`config.mk`:
```
export PLATFORM = sky130hd
export DESIGN_NAME = glitch_sweep_controller
export DESIGN_NICKNAME = d
export VERILOG_FILES = /design/src/rtl/glitch_sweep_controller.sv
export SDC_FILE = /design/constraint.sdc
export NUM_CORES = 1
export LEC_CHECK = 0
export CAP_MARGIN = 20
export CORE_ASPECT_RATIO = 0.8
export CORE_MARGIN = 2
export CORE_UTILIZATION = 55
export DETAILED_ROUTE_END_ITERATION = 8
export PLACE_DENSITY_LB_ADDON = 0.12
export SYNTH_ARGS = -nofsm -noshare
export SYNTH_HDL_FRONTEND = slang
export SYNTH_SLANG_ARGS = --single-unit
```
`constraint.sdc`:
```
create_clock -name CLOCK_50 -period 3.5 [get_ports CLOCK_50]
set_input_delay 0.875 -clock CLOCK_50 [delete_from_list [all_inputs] [get_ports CLOCK_50]]
set_output_delay 0.875 -clock CLOCK_50 [all_outputs]
set_load 0.03 [all_outputs]
```
`src/rtl/glitch_sweep_controller.sv`:
```
// rtl/glitch_sweep_controller.sv - delay/width fault-injection sweep sequencer
// Repeats attempts per (delay,width) point, classifies target responses, latches first hit.
module glitch_sweep_controller #(
  parameter int DW          = 10,
  parameter int WW          = 8,
  parameter int REPEAT      = 4,
  parameter int RST_CYCLES  = 5000,
  parameter int GLITCH_TO   = 200000,
  parameter int RESP_TO     = 5000000,
  parameter int COOLDOWN    = 10000000,
  parameter int STOP_ON_HIT = 1
) (
  input  logic          CLOCK_50,
  input  logic          RESET,
  input  logic          start,
  input  logic          abort,
  input  logic [DW-1:0] delay_start,
  input  logic [DW-1:0] delay_end,
  input  logic [WW-1:0] width_min,
  input  logic [WW-1:0] width_max,
  output logic          glitch_start,
  output logic [DW-1:0] glitch_delay,
  output logic [WW-1:0] glitch_width,
  input  logic          glitch_done,
  output logic          target_rst,
  input  logic          resp_valid,
  input  logic          resp_fault,
  output logic          busy,
  output logic          sweep_done,
  output logic          hit,
  output logic [DW-1:0] hit_delay,
  output logic [WW-1:0] hit_width,
  output logic [15:0]   crash_cnt
);

  localparam int RW = (REPEAT > 1) ? $clog2(REPEAT) : 1;
  localparam logic [RW-1:0] REP_LAST = RW'(REPEAT - 1);
  localparam logic [31:0]   RST_LAST = 32'(RST_CYCLES - 1);
  localparam logic [31:0]   GTO_LAST = 32'(GLITCH_TO - 1);
  localparam logic [31:0]   RTO_LAST = 32'(RESP_TO - 1);
  localparam logic [31:0]   CD_LAST  = 32'(COOLDOWN - 1);

  typedef enum logic [2:0] {
    S_IDLE, S_TGT_RST, S_ARM, S_WAIT_GLITCH, S_WAIT_RESP, S_COOLDOWN, S_NEXT, S_DONE
  } state_t;

  state_t state, state_nx;
  logic [31:0]   timer;
  logic [RW-1:0] rep;
  logic [DW-1:0] d_end;
  logic [WW-1:0] w_min, w_max;
  logic          range_bad, accept_start, last_point;

  assign range_bad    = (delay_start > delay_end) || (width_min > width_max);
  assign accept_start = start && ((state == S_IDLE) || (state == S_DONE));
  assign last_point   = (rep == REP_LAST) && (glitch_width == w_max) && (glitch_delay == d_end);

  always_ff @(posedge CLOCK_50) begin
    if (RESET) state <= S_IDLE;
    else       state <= state_nx;
  end

  always_comb begin
    state_nx     = state;
    glitch_start = (state == S_ARM);
    target_rst   = (state == S_TGT_RST);
    busy         = (state != S_IDLE) && (state != S_DONE);
    sweep_done   = (state == S_DONE);
    case (state)
      S_IDLE, S_DONE: if (start) state_nx = range_bad ? S_DONE : S_TGT_RST;
      S_TGT_RST:      if (timer == RST_LAST) state_nx = S_ARM;
      S_ARM:          state_nx = S_WAIT_GLITCH;
      S_WAIT_GLITCH: begin
        if (glitch_done)              state_nx = S_WAIT_RESP;
        else if (timer == GTO_LAST)   state_nx = S_COOLDOWN;
      end
      S_WAIT_RESP:    if (resp_valid || timer == RTO_LAST) state_nx = S_COOLDOWN;
      S_COOLDOWN: begin
        if (timer == CD_LAST) state_nx = (STOP_ON_HIT != 0 && hit) ? S_DONE : S_NEXT;
      end
      S_NEXT:         state_nx = last_point ? S_DONE : S_TGT_RST;
      default:        state_nx = S_IDLE;
    endcase
    if (abort) state_nx = S_IDLE;
  end

  // Shared phase timer: restarts whenever the state changes.
  always_ff @(posedge CLOCK_50) begin
    if (RESET || state_nx != state || state == S_IDLE || state == S_DONE) timer <= '0;
    else                                                                  timer <= timer + 32'd1;
  end

  always_ff @(posedge CLOCK_50) begin
    if (RESET) begin
      glitch_delay <= '0;
      glitch_width <= '0;
      rep          <= '0;
      d_end        <= '0;
      w_min        <= '0;
      w_max        <= '0;
      hit          <= 1'b0;
      hit_delay    <= '0;
      hit_width    <= '0;
      crash_cnt    <= '0;
    end else if (!abort) begin
      if (accept_start) begin
        d_end        <= delay_end;
        w_min        <= width_min;
        w_max        <= width_max;
        glitch_delay <= delay_start;
        glitch_width <= width_min;
        rep          <= '0;
        hit          <= 1'b0;
        hit_delay    <= '0;
        hit_width    <= '0;
        crash_cnt    <= '0;
      end
      if (state == S_WAIT_RESP) begin
        if (resp_valid && resp_fault && !hit) begin
          hit       <= 1'b1;
          hit_delay <= glitch_delay;
          hit_width <= glitch_width;
        end else if (!resp_valid && timer == RTO_LAST && crash_cnt != 16'hFFFF) begin
          crash_cnt <= crash_cnt + 16'd1;
        end
      end
      // Equality tests before incrementing, so all-ones end points never wrap.
      if (state == S_NEXT && !last_point) begin
        if (rep != REP_LAST) begin
          rep <= rep + RW'(1);
        end else begin
          rep <= '0;
          if (glitch_width != w_max) begin
            glitch_width <= glitch_width + WW'(1);
          end else begin
            glitch_width <= w_min;
            glitch_delay <= glitch_delay + DW'(1);
          end
        end
      end
    end
  end

endmodule

```
Word-level counts from Yosys, hierarchy flattened
Index checks and enable logic that the tools add are counted.
{ "classes": {"order_cmp": 2, "eq_ne": 19, "n_div": 0, "shifts": 0, "add_sub_neg": 5, "bitwise_logic": 1, "multipliers": 0, "reduce_logical": 24, "n_mux": 35} }
{ "op_table": {"columns": ["op", "n"], "rows": [
  ["10-bit 2-to-1 mux", 7],
  ["16-bit 2-to-1 mux", 4],
  ["8-bit 2-to-1 mux", 7],
  ["32-bit by 1-bit adder with 32-bit output (second input constant)", 1],
  ["32-bit by 13-bit == test with 1-bit output (second input constant)", 1],
  ["32-bit by 18-bit == test with 1-bit output (second input constant)", 1],
  ["32-bit by 23-bit == test with 1-bit output (second input constant)", 1],
  ["32-bit by 24-bit == test with 1-bit output (second input constant)", 1],
  ["3-bit 2-to-1 mux", 9],
  ["3-bit case mux with 7 select lines", 1],
  ["16-bit by 1-bit adder with 16-bit output (second input constant)", 1],
  ["16-bit inequality test (second input constant)", 1],
  ["3-bit == test (second input constant)", 4],
  ["10-bit by 1-bit adder with 10-bit output (second input constant)", 1],
  ["10-bit == test", 1],
  ["10-bit > comparator", 1],
  ["1-bit logical AND", 9],
  ["8-bit by 1-bit adder with 8-bit output (second input constant)", 1],
  ["8-bit == test", 1],
  ["8-bit > comparator", 1],
  ["8-bit inequality test", 1],
  ["3-bit by 2-bit == test with 1-bit output (second input constant)", 2],
  ["1-bit logical OR", 6],
  ["2-bit 2-to-1 mux", 3],
  ["other kinds (14)", 20]
]} }
{ "totals": {"output_inout_bits": 57, "inputBits": 43, "ramBits": 0, "reg_bits": 116, "word_cells": 98, "mem_count": 0, "romBits": 0, "latch_bits": 0} }

Longest topological paths before layout
{ "depth": {"word_depth": 10, "depth_mapped": 10, "mapped_depth_nobuf": 9} }

Worst setup path before layout
Ideal clock, no wire load.
{ "synth_path": {"kind": "in2reg", "from": "input delay_end[3]", "to": "register timer[1]", "n_path_buf": 1, "slack_ns": 0.569, "path_stages": 10, "setup_time_ns": 0.130, "required_time_ns": 3.370, "t_arrival_ns": 2.801, "cell_sequence": "inv_1 ha_1 a21o_1 a21o_1 a2111oi_0 o2111ai_1 a31o_2 o2111ai_2 buf_6 nor3b_2"} }
{ "synth_via": {"elab_chain_cells": 10} }
{ "synth_rtl": {"columns": ["item", "line", "source"], "rows": [
  ["from (decl)", "18", "input logic [DW-1:0] delay_end,"],
  ["10-bit > comparator", "54", "assign range_bad = (delay_start > delay_end) || (width_min > width_max);"],
  ["1-bit logical OR", "54", null],
  ["3-bit 2-to-1 mux (2 in series)", "70", "S_IDLE, S_DONE: if (start) state_nx = range_bad ? S_DONE : S_TGT_RST;"],
  ["3-bit case mux with 7 select lines", "69", "case (state)"],
  ["3-bit 2-to-1 mux", "84", "if (abort) state_nx = S_IDLE;"],
  ["3-bit inequality test", "89", "if (RESET || state_nx != state || state == S_IDLE || state == S_DONE) timer <= '0;"],
  ["1-bit logical OR (3 in series)", "89", null],
  ["to (signal assigned)", "90", "else timer <= timer + 32'd1;"],
  ["to (decl)", "48", "logic [31:0] timer;"]
]} }
No other way between the ends.
A chain may end at the register's enable or synchronous reset.

Final worst setup path
{ "layout_path": {"from": "input delay_end[3]", "to": "register timer[30]"} }
Same word-level chain as after synthesis.

==> impl_metrics.env <==
export IMPL_synth_edf_count=0
export IMPL_path_buf_inv=5
export IMPL_syn_area_mm2=0.00664
export IMPL_cts_sinks=116
export IMPL_wl_per_cell_um=18.2
export IMPL_die_area_mm2=0.0130
export IMPL_total_power_mw=3.82
export IMPL_power_leakage_nw=3.16
export IMPL_rsz0062_at_grt="no"
export IMPL_first_iter_violations=475
export IMPL_drive_gt1_share_pct=13.6
export IMPL_syn_nets=867
export IMPL_layout_area_overhead_vs_synth_pct=28.4
export IMPL_drt_pass1_iterations=5
export IMPL_h_tree_depth=4
export IMPL_dieHeight_um=102
export IMPL_finalCriticalPeriod_ns=3.36
export IMPL_finish_utilization_pct=73.2
export IMPL_fin_crit_sh_pct=95.9
export IMPL_fin_skew_ns=0.00899
export IMPL_hpwl_um=13900
export IMPL_critPathSlowestCell="clkdlybuf4s50_1"
export IMPL_internal_power_mw=2.77
export IMPL_n_fill_cell=882
export IMPL_status="completed"
export IMPL_ys_async_sr_fraction_pct=0
export IMPL_grt_max_degree=55
export IMPL_final_net_count=979
export IMPL_yosysWarnings=0
export IMPL_worst_pin_slew_ns=0.856
export IMPL_power_density_mw_per_mm2=448
export IMPL_vias_per_cell=6.12
export IMPL_crit_path_start_kind="input port"
export IMPL_io_pins=100
export IMPL_ir_drop_mv=0.383
export IMPL_grt_pass1_vias=6437
export IMPL_track_usage_pct=30.6
export IMPL_setup_viol=0
export IMPL_power_frac_seq_pct=37.3
export IMPL_port_buffers=99
export IMPL_dr_total_vias=6544
export IMPL_p_switching_mw=1.05
export IMPL_synthDistinctLibCells=69
export IMPL_path_cells="clkdlybuf4s50_1, inv_1, ha_1, a21o_1, a21o_1, a2111oi_2, buf_4, o2111ai_1, buf_4, o311ai_4, xnor2_4, buf_12, nor3_2"
export IMPL_synth_flop_cell="dfxtp_1"
export IMPL_initial_core_util_pct=57.0
export IMPL_clock_latency_ns=0.42
export IMPL_fmax_ghz=0.298
export IMPL_path_clk_slew_ns=0.05
export IMPL_cpLargestDelayFamily="buffers and inverters"
export IMPL_core_mm2=0.0116
export IMPL_design_area_mm2=0.00853
export IMPL_drc=0
export IMPL_critPathMaxStageDelay_ns=0.48
export IMPL_drtAntennaViolNets=0
export IMPL_diodes=0
export IMPL_final_max_slew_viol_count=0
export IMPL_rows=35
export IMPL_critPathMaxFanout=12
export IMPL_routed_wl_um=19500
export IMPL_power_frac_clock_pct=44.8
export IMPL_cts_max_path_buffers=2
export IMPL_ys_ff_latch=116
export IMPL_timing_worst_setup_path_type="input port to register"
export IMPL_die_w_um=127
export IMPL_slew_headroom_pct=41.5
export IMPL_yosysSeqAreaShare_pct=35.0
export IMPL_p_comb_share_pct=18.0
export IMPL_swShare_pct=27.4
export IMPL_antenna_found_initial=0
export IMPL_tritoncts="built"
export IMPL_post_synth_cell_area_avg_um2=8.29
export IMPL_cts_buffers=17
export IMPL_hp_class="register to register"
export IMPL_postCtsHoldBufs=0
export IMPL_grt_pass1_wl_um=31600
export IMPL_hold_viol=0
export IMPL_drv_cap=0
export IMPL_gp_congestion=0.930
export IMPL_required_ns=3.83
export IMPL_syn_inst=801
export IMPL_cp_end_kind="register"
export IMPL_dpl_cell_area_mm2=0.00795
export IMPL_grt_overflow=0
export IMPL_cts_root_buf="clkbuf_16"
export IMPL_cp_arrival_ns=3.69
==> Yosys cell counts (7+ instances only) <==
cell type | n | area (um^2)
dfxtp_1 | 116 | 2320
nand2_1 | 96 | 360
nor2_1 | 81 | 304
a21oi_1 | 63 | 315
xnor2_1 | 36 | 315
clkbuf_1 | 33 | 124
inv_1 | 32 | 120
nand3_1 | 31 | 155
nor3_2 | 30 | 300
mux2i_1 | 24 | 240
o21ai_0 | 24 | 120
ha_1 | 23 | 288
nand4_1 | 23 | 144
xor2_1 | 18 | 158
and3_1 | 15 | 93.8
nor3_1 | 13 | 65.1
nor4_1 | 10 | 62.6
o221a_2 | 9 | 101
or3_1 | 8 | 50.1
and2_1 | 7 | 43.8
nor2b_1 | 7 | 43.8
or4_1 | 7 | 52.6
==> power by group through the flow <==
stage	registers, mW	clock network, mW	logic (mW)
3_3_place_gp	1.45	0	0.650
5_1_grt	1.43	1.79	0.741
2_1_floorplan	1.46	0	0.390
3_5_place_dp	1.45	0	0.671
4_1_cts	1.42	1.73	0.680
6_report	1.42	1.71	0.688
==> per-stage QoR <==
stage                     TNS, ns  std cells  hold slack [ns]  worst slack, ns
after floorplan                 0        801            0.433            0.569
after global placement     -10.82       1042            0.439           -0.351
after detailed placement   -13.32       1042            0.447           -0.469
after CTS                       0       1070            0.453           0.0503
after global routing            0       1070            0.486           0.0505
final                           0       1070            0.458            0.144
==> layout make-up <==
cell class	count	area [um^2]	area share, %
flip-flops and latches	116	2320	27.2
clock buffers	23	498	5.84
multi-input cells	612	4030	47.3
well taps	148	185	2.17
inverters	32	120	1.41
repair buffers	134	1300	15.2
clock inverters	5	75.1	0.880
==> kinds of logic after synthesis <==
family | after synthesis | share of synthesized area [%]
buf+inv | 73 | 4.82
compound gates | 150 | 15.4
flops | 116 | 35.0
mux | 27 | 4.12
fa+ha+maj | 23 | 4.33
xor+xnor | 55 | 7.36
simple gates | 357 | 29.0
==> path summary, 6_finish.rpt <==
| kind | start | end | slack (ns) | depth (start not counted) |
|---|---|---|---|---|
| worst max-delay path | delay_end[3] | timer[30] | 0.14 | 13 |
| worst max register to register | timer[21] | timer[30] | 0.42 | 8 |
| worst min register to register | w_min[3] | w_min[3] | 0.46 | 2 |
| worst min-delay path | w_min[3] | w_min[3] | 0.46 | 2 |
==> metal layers <==
layer | vias to the layer above | wire length [um] | GRT usage (%)
met1 | 3117 | 8420 | 38.5
met5 | - | 0 | 0
li1 | 3088 | - | -
met3 | 53 | 1360 | 6.91
met2 | 286 | 9220 | 51.4
met4 | 0 | 466 | 12.7
==> cells in the final DEF, fill, tap and decap left out, drive strengths merged, types with 3 or more instances in the layout <==
cell / netlist / final
a2111oi: 3 / 3
a211oi: 3 / 3
a21o: 5 / 5
a21oi: 63 / 63
a22oi: 5 / 5
and2: 8 / 8
and3: 15 / 15
and4: 6 / 6
buf: 8 / 36
clkbuf: 33 / 23
clkdlybuf4s50: 0 / 98
clkinv: 0 / 3
dfxtp: 116 / 116
ha: 23 / 23
inv: 32 / 32
mux2: 3 / 3
mux2i: 24 / 24
nand2: 96 / 96
nand3: 31 / 31
nand3b: 3 / 3
nand4: 23 / 23
nor2: 81 / 81
nor2b: 7 / 7
nor3: 43 / 43
nor3b: 3 / 3
nor4: 13 / 13
o211ai: 4 / 4
o21ai: 26 / 26
o221a: 9 / 9
o31ai: 4 / 4
o41ai: 3 / 3
or2: 4 / 4
or3: 8 / 8
or4: 9 / 9
xnor2: 37 / 37
xor2: 18 / 18
==> flip-flops by register name, indices dropped and copies added (netlist names) <==
| signal | count |
|---|---|
| crash_cnt | 16 |
| d_end | 10 |
| glitch_delay | 10 |
| glitch_width | 8 |
| hit | 1 |
| hit_delay | 10 |
| hit_width | 8 |
| rep | 2 |
| state | 3 |
| timer | 32 |
| w_max | 8 |
| w_min | 8 |
==> worst reg2reg max path: stages (launching register included) <==
cell and delay, ns:
dfxtp_1 0.38, nor4_2 0.50, nand4_1 0.34, or4_1 0.60, a221oi_2 0.38, o311ai_4 0.17
xnor2_4 0.33, buf_12 0.20, nor3_2 0.06
==> what timing repair did <==
item                                    in CTS  in global routing
buffers inserted                             0                  0
resized for setup                            1                  1
endpoints found under the setup margin       8                 28
endpoints found under the hold margin        0                  0
Note: power is estimated with default switching activity, not from simulation.
